--- config.mk ---
export PLATFORM = sky130hd
export DESIGN_NAME = rggen_register_host_adapter
export DESIGN_NICKNAME = d
export VERILOG_FILES = /design/src/rtl/rggen_register_host_adapter.sv
export SDC_FILE = /design/constraint.sdc
export NUM_CORES = 1
export LEC_CHECK = 0
export CAP_MARGIN = 0
export CORE_MARGIN = 3
export CORE_UTILIZATION = 40
export DETAILED_ROUTE_END_ITERATION = 10
export GPL_ROUTABILITY_DRIVEN = 0
export PLACE_DENSITY = 0.9
export SLEW_MARGIN = 20
export SYNTH_ARGS = -nofsm -noshare
export SYNTH_HDL_FRONTEND = slang
export SYNTH_SLANG_ARGS = --single-unit
--- constraint.sdc ---
create_clock -name i_clk -period 1.85 [get_ports i_clk]
set_input_delay 0.185 -clock i_clk [delete_from_list [all_inputs] [get_ports i_clk]]
set_output_delay 0.185 -clock i_clk [all_outputs]
set_load 0.03 [all_outputs]
--- src/rtl/rggen_register_host_adapter.sv ---
// Host-side sequencer: one valid/ready request channel drives a broadcast register bus.
// Define RGGEN_REGISTER_HOST_ADAPTER_TIMEOUT_EN to enable the ACCESS-state timeout counter.
module rggen_register_host_adapter #(
    parameter int ADDRESS_WIDTH = 16,
    parameter int BUS_WIDTH     = 32,
    parameter int REGISTERS     = 1,
    parameter int TIMEOUT       = 255
) (
    input  logic                           i_clk,
    input  logic                           i_rst_n,
    input  logic                           i_request_valid,
    output logic                           o_request_ready,
    input  logic                           i_request_write,
    input  logic [ADDRESS_WIDTH-1:0]       i_request_address,
    input  logic [BUS_WIDTH-1:0]           i_request_write_data,
    input  logic [BUS_WIDTH/8-1:0]         i_request_strobe,
    output logic                           o_response_valid,
    input  logic                           i_response_ready,
    output logic [1:0]                     o_response_status,
    output logic [BUS_WIDTH-1:0]           o_response_read_data,
    output logic                           o_register_valid,
    output logic [ADDRESS_WIDTH-1:0]       o_register_address,
    output logic                           o_register_write,
    output logic [BUS_WIDTH-1:0]           o_register_write_data,
    output logic [BUS_WIDTH/8-1:0]         o_register_strobe,
    input  logic [REGISTERS-1:0]           i_register_ready,
    input  logic [2*REGISTERS-1:0]         i_register_status,
    input  logic [BUS_WIDTH*REGISTERS-1:0] i_register_read_data,
    input  logic [REGISTERS-1:0]           i_register_active
);

    typedef enum logic [1:0] {StIdle, StAccess, StResponse} state_e;

    state_e                   state_q, state_d;
    logic                     request_ready_q;
    logic                     register_valid_q;
    logic                     response_valid_q;
    logic [ADDRESS_WIDTH-1:0] address_q;
    logic                     write_q;
    logic [BUS_WIDTH-1:0]     write_data_q;
    logic [BUS_WIDTH/8-1:0]   strobe_q;
    logic [1:0]               status_q, status_d;
    logic [BUS_WIDTH-1:0]     read_data_q, read_data_d;

    logic                     any_ready;
    logic                     any_active;
    logic [1:0]               ready_status;
    logic [BUS_WIDTH-1:0]     ready_data;
    logic                     timeout;
    logic                     accept;

    assign accept = (state_q == StIdle) && i_request_valid && request_ready_q;

    // Descending scan so the lowest-index ready register supplies the status.
    always_comb begin
        any_ready    = |i_register_ready;
        any_active   = |i_register_active;
        ready_status = 2'b00;
        ready_data   = '0;
        for (int i = REGISTERS - 1; i >= 0; i--) begin
            if (i_register_ready[i]) begin
                ready_status = i_register_status[2*i+:2];
                ready_data   = ready_data | i_register_read_data[BUS_WIDTH*i+:BUS_WIDTH];
            end
        end
    end

`ifdef RGGEN_REGISTER_HOST_ADAPTER_TIMEOUT_EN
    localparam int COUNT_WIDTH = $clog2(TIMEOUT + 1);

    logic [COUNT_WIDTH-1:0] count_q, count_d;

    always_comb begin
        count_d = count_q + COUNT_WIDTH'(1);
        timeout = (count_d == COUNT_WIDTH'(TIMEOUT));
    end

    // Held at zero outside ACCESS, so every access starts from a cleared count.
    always_ff @(posedge i_clk) begin
        if (!i_rst_n || state_q != StAccess) begin
            count_q <= '0;
        end else if (!any_ready && any_active) begin
            count_q <= count_d;
        end
    end
`else
    logic unused_timeout;
    assign unused_timeout = (TIMEOUT != 0);
    assign timeout        = 1'b0;
`endif

    always_comb begin
        state_d     = state_q;
        status_d    = status_q;
        read_data_d = read_data_q;
        unique case (state_q)
            StIdle: begin
                if (accept) begin
                    state_d = StAccess;
                end
            end
            StAccess: begin
                if (any_ready) begin
                    state_d     = StResponse;
                    status_d    = ready_status;
                    read_data_d = write_q ? '0 : ready_data;
                end else if (!any_active) begin
                    state_d     = StResponse;
                    status_d    = 2'b11;
                    read_data_d = '0;
                end else if (timeout) begin
                    state_d     = StResponse;
                    status_d    = 2'b10;
                    read_data_d = '0;
                end
            end
            StResponse: begin
                if (i_response_ready) begin
                    state_d     = StIdle;
                    status_d    = 2'b00;
                    read_data_d = '0;
                end
            end
            default: state_d = StIdle;
        endcase
    end

    always_ff @(posedge i_clk) begin
        if (!i_rst_n) begin
            state_q          <= StIdle;
            request_ready_q  <= 1'b0;
            register_valid_q <= 1'b0;
            response_valid_q <= 1'b0;
            address_q        <= '0;
            write_q          <= 1'b0;
            write_data_q     <= '0;
            strobe_q         <= '0;
            status_q         <= 2'b00;
            read_data_q      <= '0;
        end else begin
            state_q          <= state_d;
            request_ready_q  <= (state_d == StIdle);
            register_valid_q <= (state_d == StAccess);
            response_valid_q <= (state_d == StResponse);
            status_q         <= status_d;
            read_data_q      <= read_data_d;
            if (accept) begin
                address_q    <= i_request_address;
                write_q      <= i_request_write;
                write_data_q <= i_request_write_data;
                strobe_q     <= i_request_strobe;
            end
        end
    end

    assign o_request_ready       = request_ready_q;
    assign o_register_valid      = register_valid_q;
    assign o_register_address    = address_q;
    assign o_register_write      = write_q;
    assign o_register_write_data = write_data_q;
    assign o_register_strobe     = strobe_q;
    assign o_response_valid      = response_valid_q;
    assign o_response_status     = status_q;
    assign o_response_read_data  = read_data_q;

endmodule
-- Word-level counts from Yosys, hierarchy flattened
Cells that the tools add are included.
- equality and inequality tests: 6
- multiplexer cells: 14
- reductions and logical operators: 6
- operator list (operator ; count):
    32-bit 2-to-1 mux ; 4
    32-bit one-hot mux with 2 select lines ; 1
    2-bit 2-to-1 mux ; 7
    2-bit one-hot mux with 3 select lines ; 1
    2-bit by 1-bit == test with 1-bit output (second input constant) ; 2
    2-bit == test (second input constant) ; 2
    2-bit logical NOT ; 2
    2-bit one-hot mux with 2 select lines ; 1
    3-bit != test (second input constant) ; 1
    3-bit AND reduction ; 1
    1-bit logical AND ; 2
    2-bit != test (second input constant) ; 1
    2-bit nonzero test ; 1
- register bits: 92
- input bits: 93
- output and inout bits: 90
- logic and storage cells: 36

-- Depth between registers and ports, before layout
- depth in word-level cells: 6
- gate-level depth with buffers: 6
- depth with buffers taken out: 3

-- Worst setup path after synthesis
Ideal clock, no wire load.
- path type: register to register
- start point: register request_ready_q (netlist: o_request_ready)
- end point: register write_q (netlist: o_register_write)
- setup time: 0.076 ns
- arrival time: 1.276 ns
- required time: 1.774 ns
- slack: 0.499 ns
- stages on the path, launching flop included: 6
- path buffers: 2
- clock period less this slack: 1.351 ns
- cell sequence: dfxtp_1 > nor4bb_1 > buf_2 > buf_2 > nand2_1 > a21boi_0
- cells in the longest elaborated chain, start to end: 1
- RTL lines (what ; RTL line ; RTL):
    from (decl) ; 35 ; logic request_ready_q;
    from (signal assigned) ; 142 ; request_ready_q <= (state_d == StIdle);
    1-bit logical AND ; 52 ; assign accept = (state_q == StIdle) && i_request_valid && request_ready_q;
    to (signal assigned) ; 149 ; write_q <= i_request_write;
    to (decl) ; 39 ; logic write_q;
Every way passes these cells.
A chain may end at the register's enable or synchronous reset.

-- Worst setup path after layout
- start point: register request_ready_q (netlist: o_request_ready)
- end point: output o_request_ready
- RTL lines (what ; RTL line ; RTL):
    to (decl) ; 12 ; output logic o_request_ready,
No word-level cell between the ends.

==> reports/qor.yml <==
diodes: 0
fin_crit_sh_pct: 88.6
fmax_mhz: 610
rsz0062_at_grt: "false"
vias_per_cell: 5.01
synthToLayoutAreaGrowth_pct: 58.7
antenna_left: 0
clkSinkCount: 92
synthCells: 408
crit_buf_inv: 1
route.detailed.drc: 0
cellLeakagePower_uw: 0.00221
end_kind: "output pin"
cp_max_fo: 5
min_path_type: "in2reg"
synth-xor-area-share_pct: 0
place_hpwl_um: 7640
p_total_uw: 4310
ctsHoldBuffers: 0
maxCapViolCount: 0
cts_buffers: 9
peakVddDrop_uv: 430
instances_no_fill: 688
path_clk_slew_ns: 0.09
die_x_um: 101
cts_resized: 0
tritoncts: "done"
root_buffer: "clkbuf_8"
yosysWarningCount: 0
synth-simple-area-share_pct: 22.8
cp_top_family: "buffers and inverters"
crit_path_top_delay_cell: "clkdlybuf4s50_1"
power_per_cell_area_mw_per_mm2: 747
wl_per_cell_um: 15.3
critPathMaxStageDelay_ns: 0.71
grt_pass1_vias: 3404
status: "completed"
io_pins: 183
die_height_um: 101
synth_adder_area_share_pct: 0
port_buffers: 182
slew_headroom_pct: 66.0
fin_skew_ns: 0.00984
antenna_found_initial: 0
grtUsageTotal_pct: 19.5
first_iter_violations: 122
avgSynthCellArea_um2: 8.92
start_kind: "register"
final.setup.tns_ns: 0
crit_chain: "clkdlybuf4s50_1"
synth_area_mm2: 0.00364
hold_violations: 0
rows: 34
route.vias.total: 3450
synth_top_family_by_area: "simple AND/OR/NAND/NOR gates"
synth.area.mux_share_pct: 8.80
cp.arrival_ns: 1.45
yosysUniqueCellTypes: 24
grt_max_degree: 51
drive_above_1_share_pct: 5.86
firstDrtPassIters: 4
cts_buffer_depth: 2
ys_ff_latch: 92
placed_cells: 672
post_dp_cell_area_mm2: 0.00558
syn_nets: 501
dieArea_mm2: 0.0103
grt_overflow_total: 0
initial_core_util_pct: 41.5
wl_um: 10600
setup_viol: 0
cp.required_ns: 1.66
coreArea_mm2: 0.00876
htree_levels: 3
ys_seq_area_share_pct: 50.6
layout_min_cycle_time_ns: 1.64
grt_pass1_wl_um: 16200
stdcell_area_mm2: 0.00578
clk_latency_ns: 0.33
slew_viol_final: 0
worstSetupPathType: "reg2out"
synth_compound_gate_area_share_pct: 12.5
worstMarginPinSlew_ns: 0.510
post_cts_buffers: 0
nets: 668
[power breakdown]
group | total, µW | switching, µW | leakage [µW] | internal, µW
logic | 861 | 425 | 0.00136 | 436
clock network | 1340 | 682 | 0.0000983 | 659
registers | 2110 | 48.7 | 0.000747 | 2060
[worst min-delay path: stages]
cell and delay, ns:
buf_4 0.25, nand2_1 0.13, mux2i_1 0.06
[per-layer routing]
layer	vias to the layer above	track usage, %	wire length (µm)
met5	-	0	0
met4	0	8.38	314
met3	22	3.44	499
met2	104	34.6	5470
met1	1617	23.1	4270
li1	1707	-	-
[cell type report]
class | instances | area (µm²)
clock inverters | 6 | 63.8
well taps | 108 | 135
flip-flops and latches | 92 | 1840
multi-input cells | 278 | 1630
fillers | 697 | 2990
repair buffers | 193 | 1960
inverters | 1 | 3.75
clock buffers | 10 | 138
[cells in the mapped netlist]
library cell | instances | share of area, %
a211o_1 | 1 | 0.24
and2_1 | 2 | 0.34
o22a_1 | 1 | 0.24
nor4b_1 | 2 | 0.48
nand4_1 | 32 | 5.5
a21boi_0 | 43 | 8.9
buf_2 | 15 | 2.1
nand2b_1 | 2 | 0.34
nor4bb_1 | 1 | 0.27
mux2i_1 | 32 | 8.8
a21boi_1 | 11 | 2.3
buf_6 | 4 | 1.2
a31o_2 | 2 | 0.48
clkbuf_1 | 18 | 1.9
nor3b_1 | 2 | 0.41
nand4bb_1 | 1 | 0.31
and3b_1 | 1 | 0.24
nor2b_1 | 4 | 0.69
a21oi_1 | 1 | 0.14
o22ai_1 | 1 | 0.17
nand2_1 | 138 | 14
inv_1 | 1 | 0.10
dfxtp_1 | 92 | 51
o21ai_0 | 1 | 0.14
[state kept, by name, indices dropped and copies added (netlist names)]
signal / count
o_request_ready: 1
o_register_write: 1
o_register_strobe: 4
o_register_address: 16
o_response_read_data: 32
o_register_valid: 1
o_response_valid: 1
state_q: 2
o_register_write_data: 32
o_response_status: 2
[through the flow]
stage | setup slack (ns) | hold WS (ns) | util [%]
floorplan | 0.499 | 0.320 | -
detailed placement | 0.0650 | 0.447 | 63.6
global placement | 0.172 | 0.440 | 63.6
CTS | 0.190 | 0.329 | 65.9
finish | 0.210 | 0.356 | 65.9
global route | 0.149 | 0.371 | 65.9
[path summary, 6_finish.rpt]
check,slack (ns),depth (start not counted),start,end
setup / recovery,0.21,1,o_request_ready,o_request_ready
hold / removal,0.36,3,i_rst_n,o_response_read_data[27]
setup reg to reg,0.33,4,state_q[0],o_response_status[1]
hold reg to reg,0.46,2,o_register_address[9],o_register_address[9]
[placed cells by master, fill, tap and decap left out, types with 3 or more instances in the layout]
master and count:
nor2b_1 3, clkdlybuf4s50_1 181, dfxtp_1 92, nand4_1 32, buf_12 5, clkbuf_8 10
a21boi_1 11, nand2_1 138, buf_4 7, a21boi_0 43, mux2i_1 32
[cell families (layout without fill, tap and decap cells)]
group	count (synthesis)	count (layout)
flip-flops	92	92
buffers and inverters	38	210
AO/OA/AOI/OAI	61	61
multiplexers	32	32
AND/OR/NAND/NOR	185	185
(Power assumes the default switching activity.)
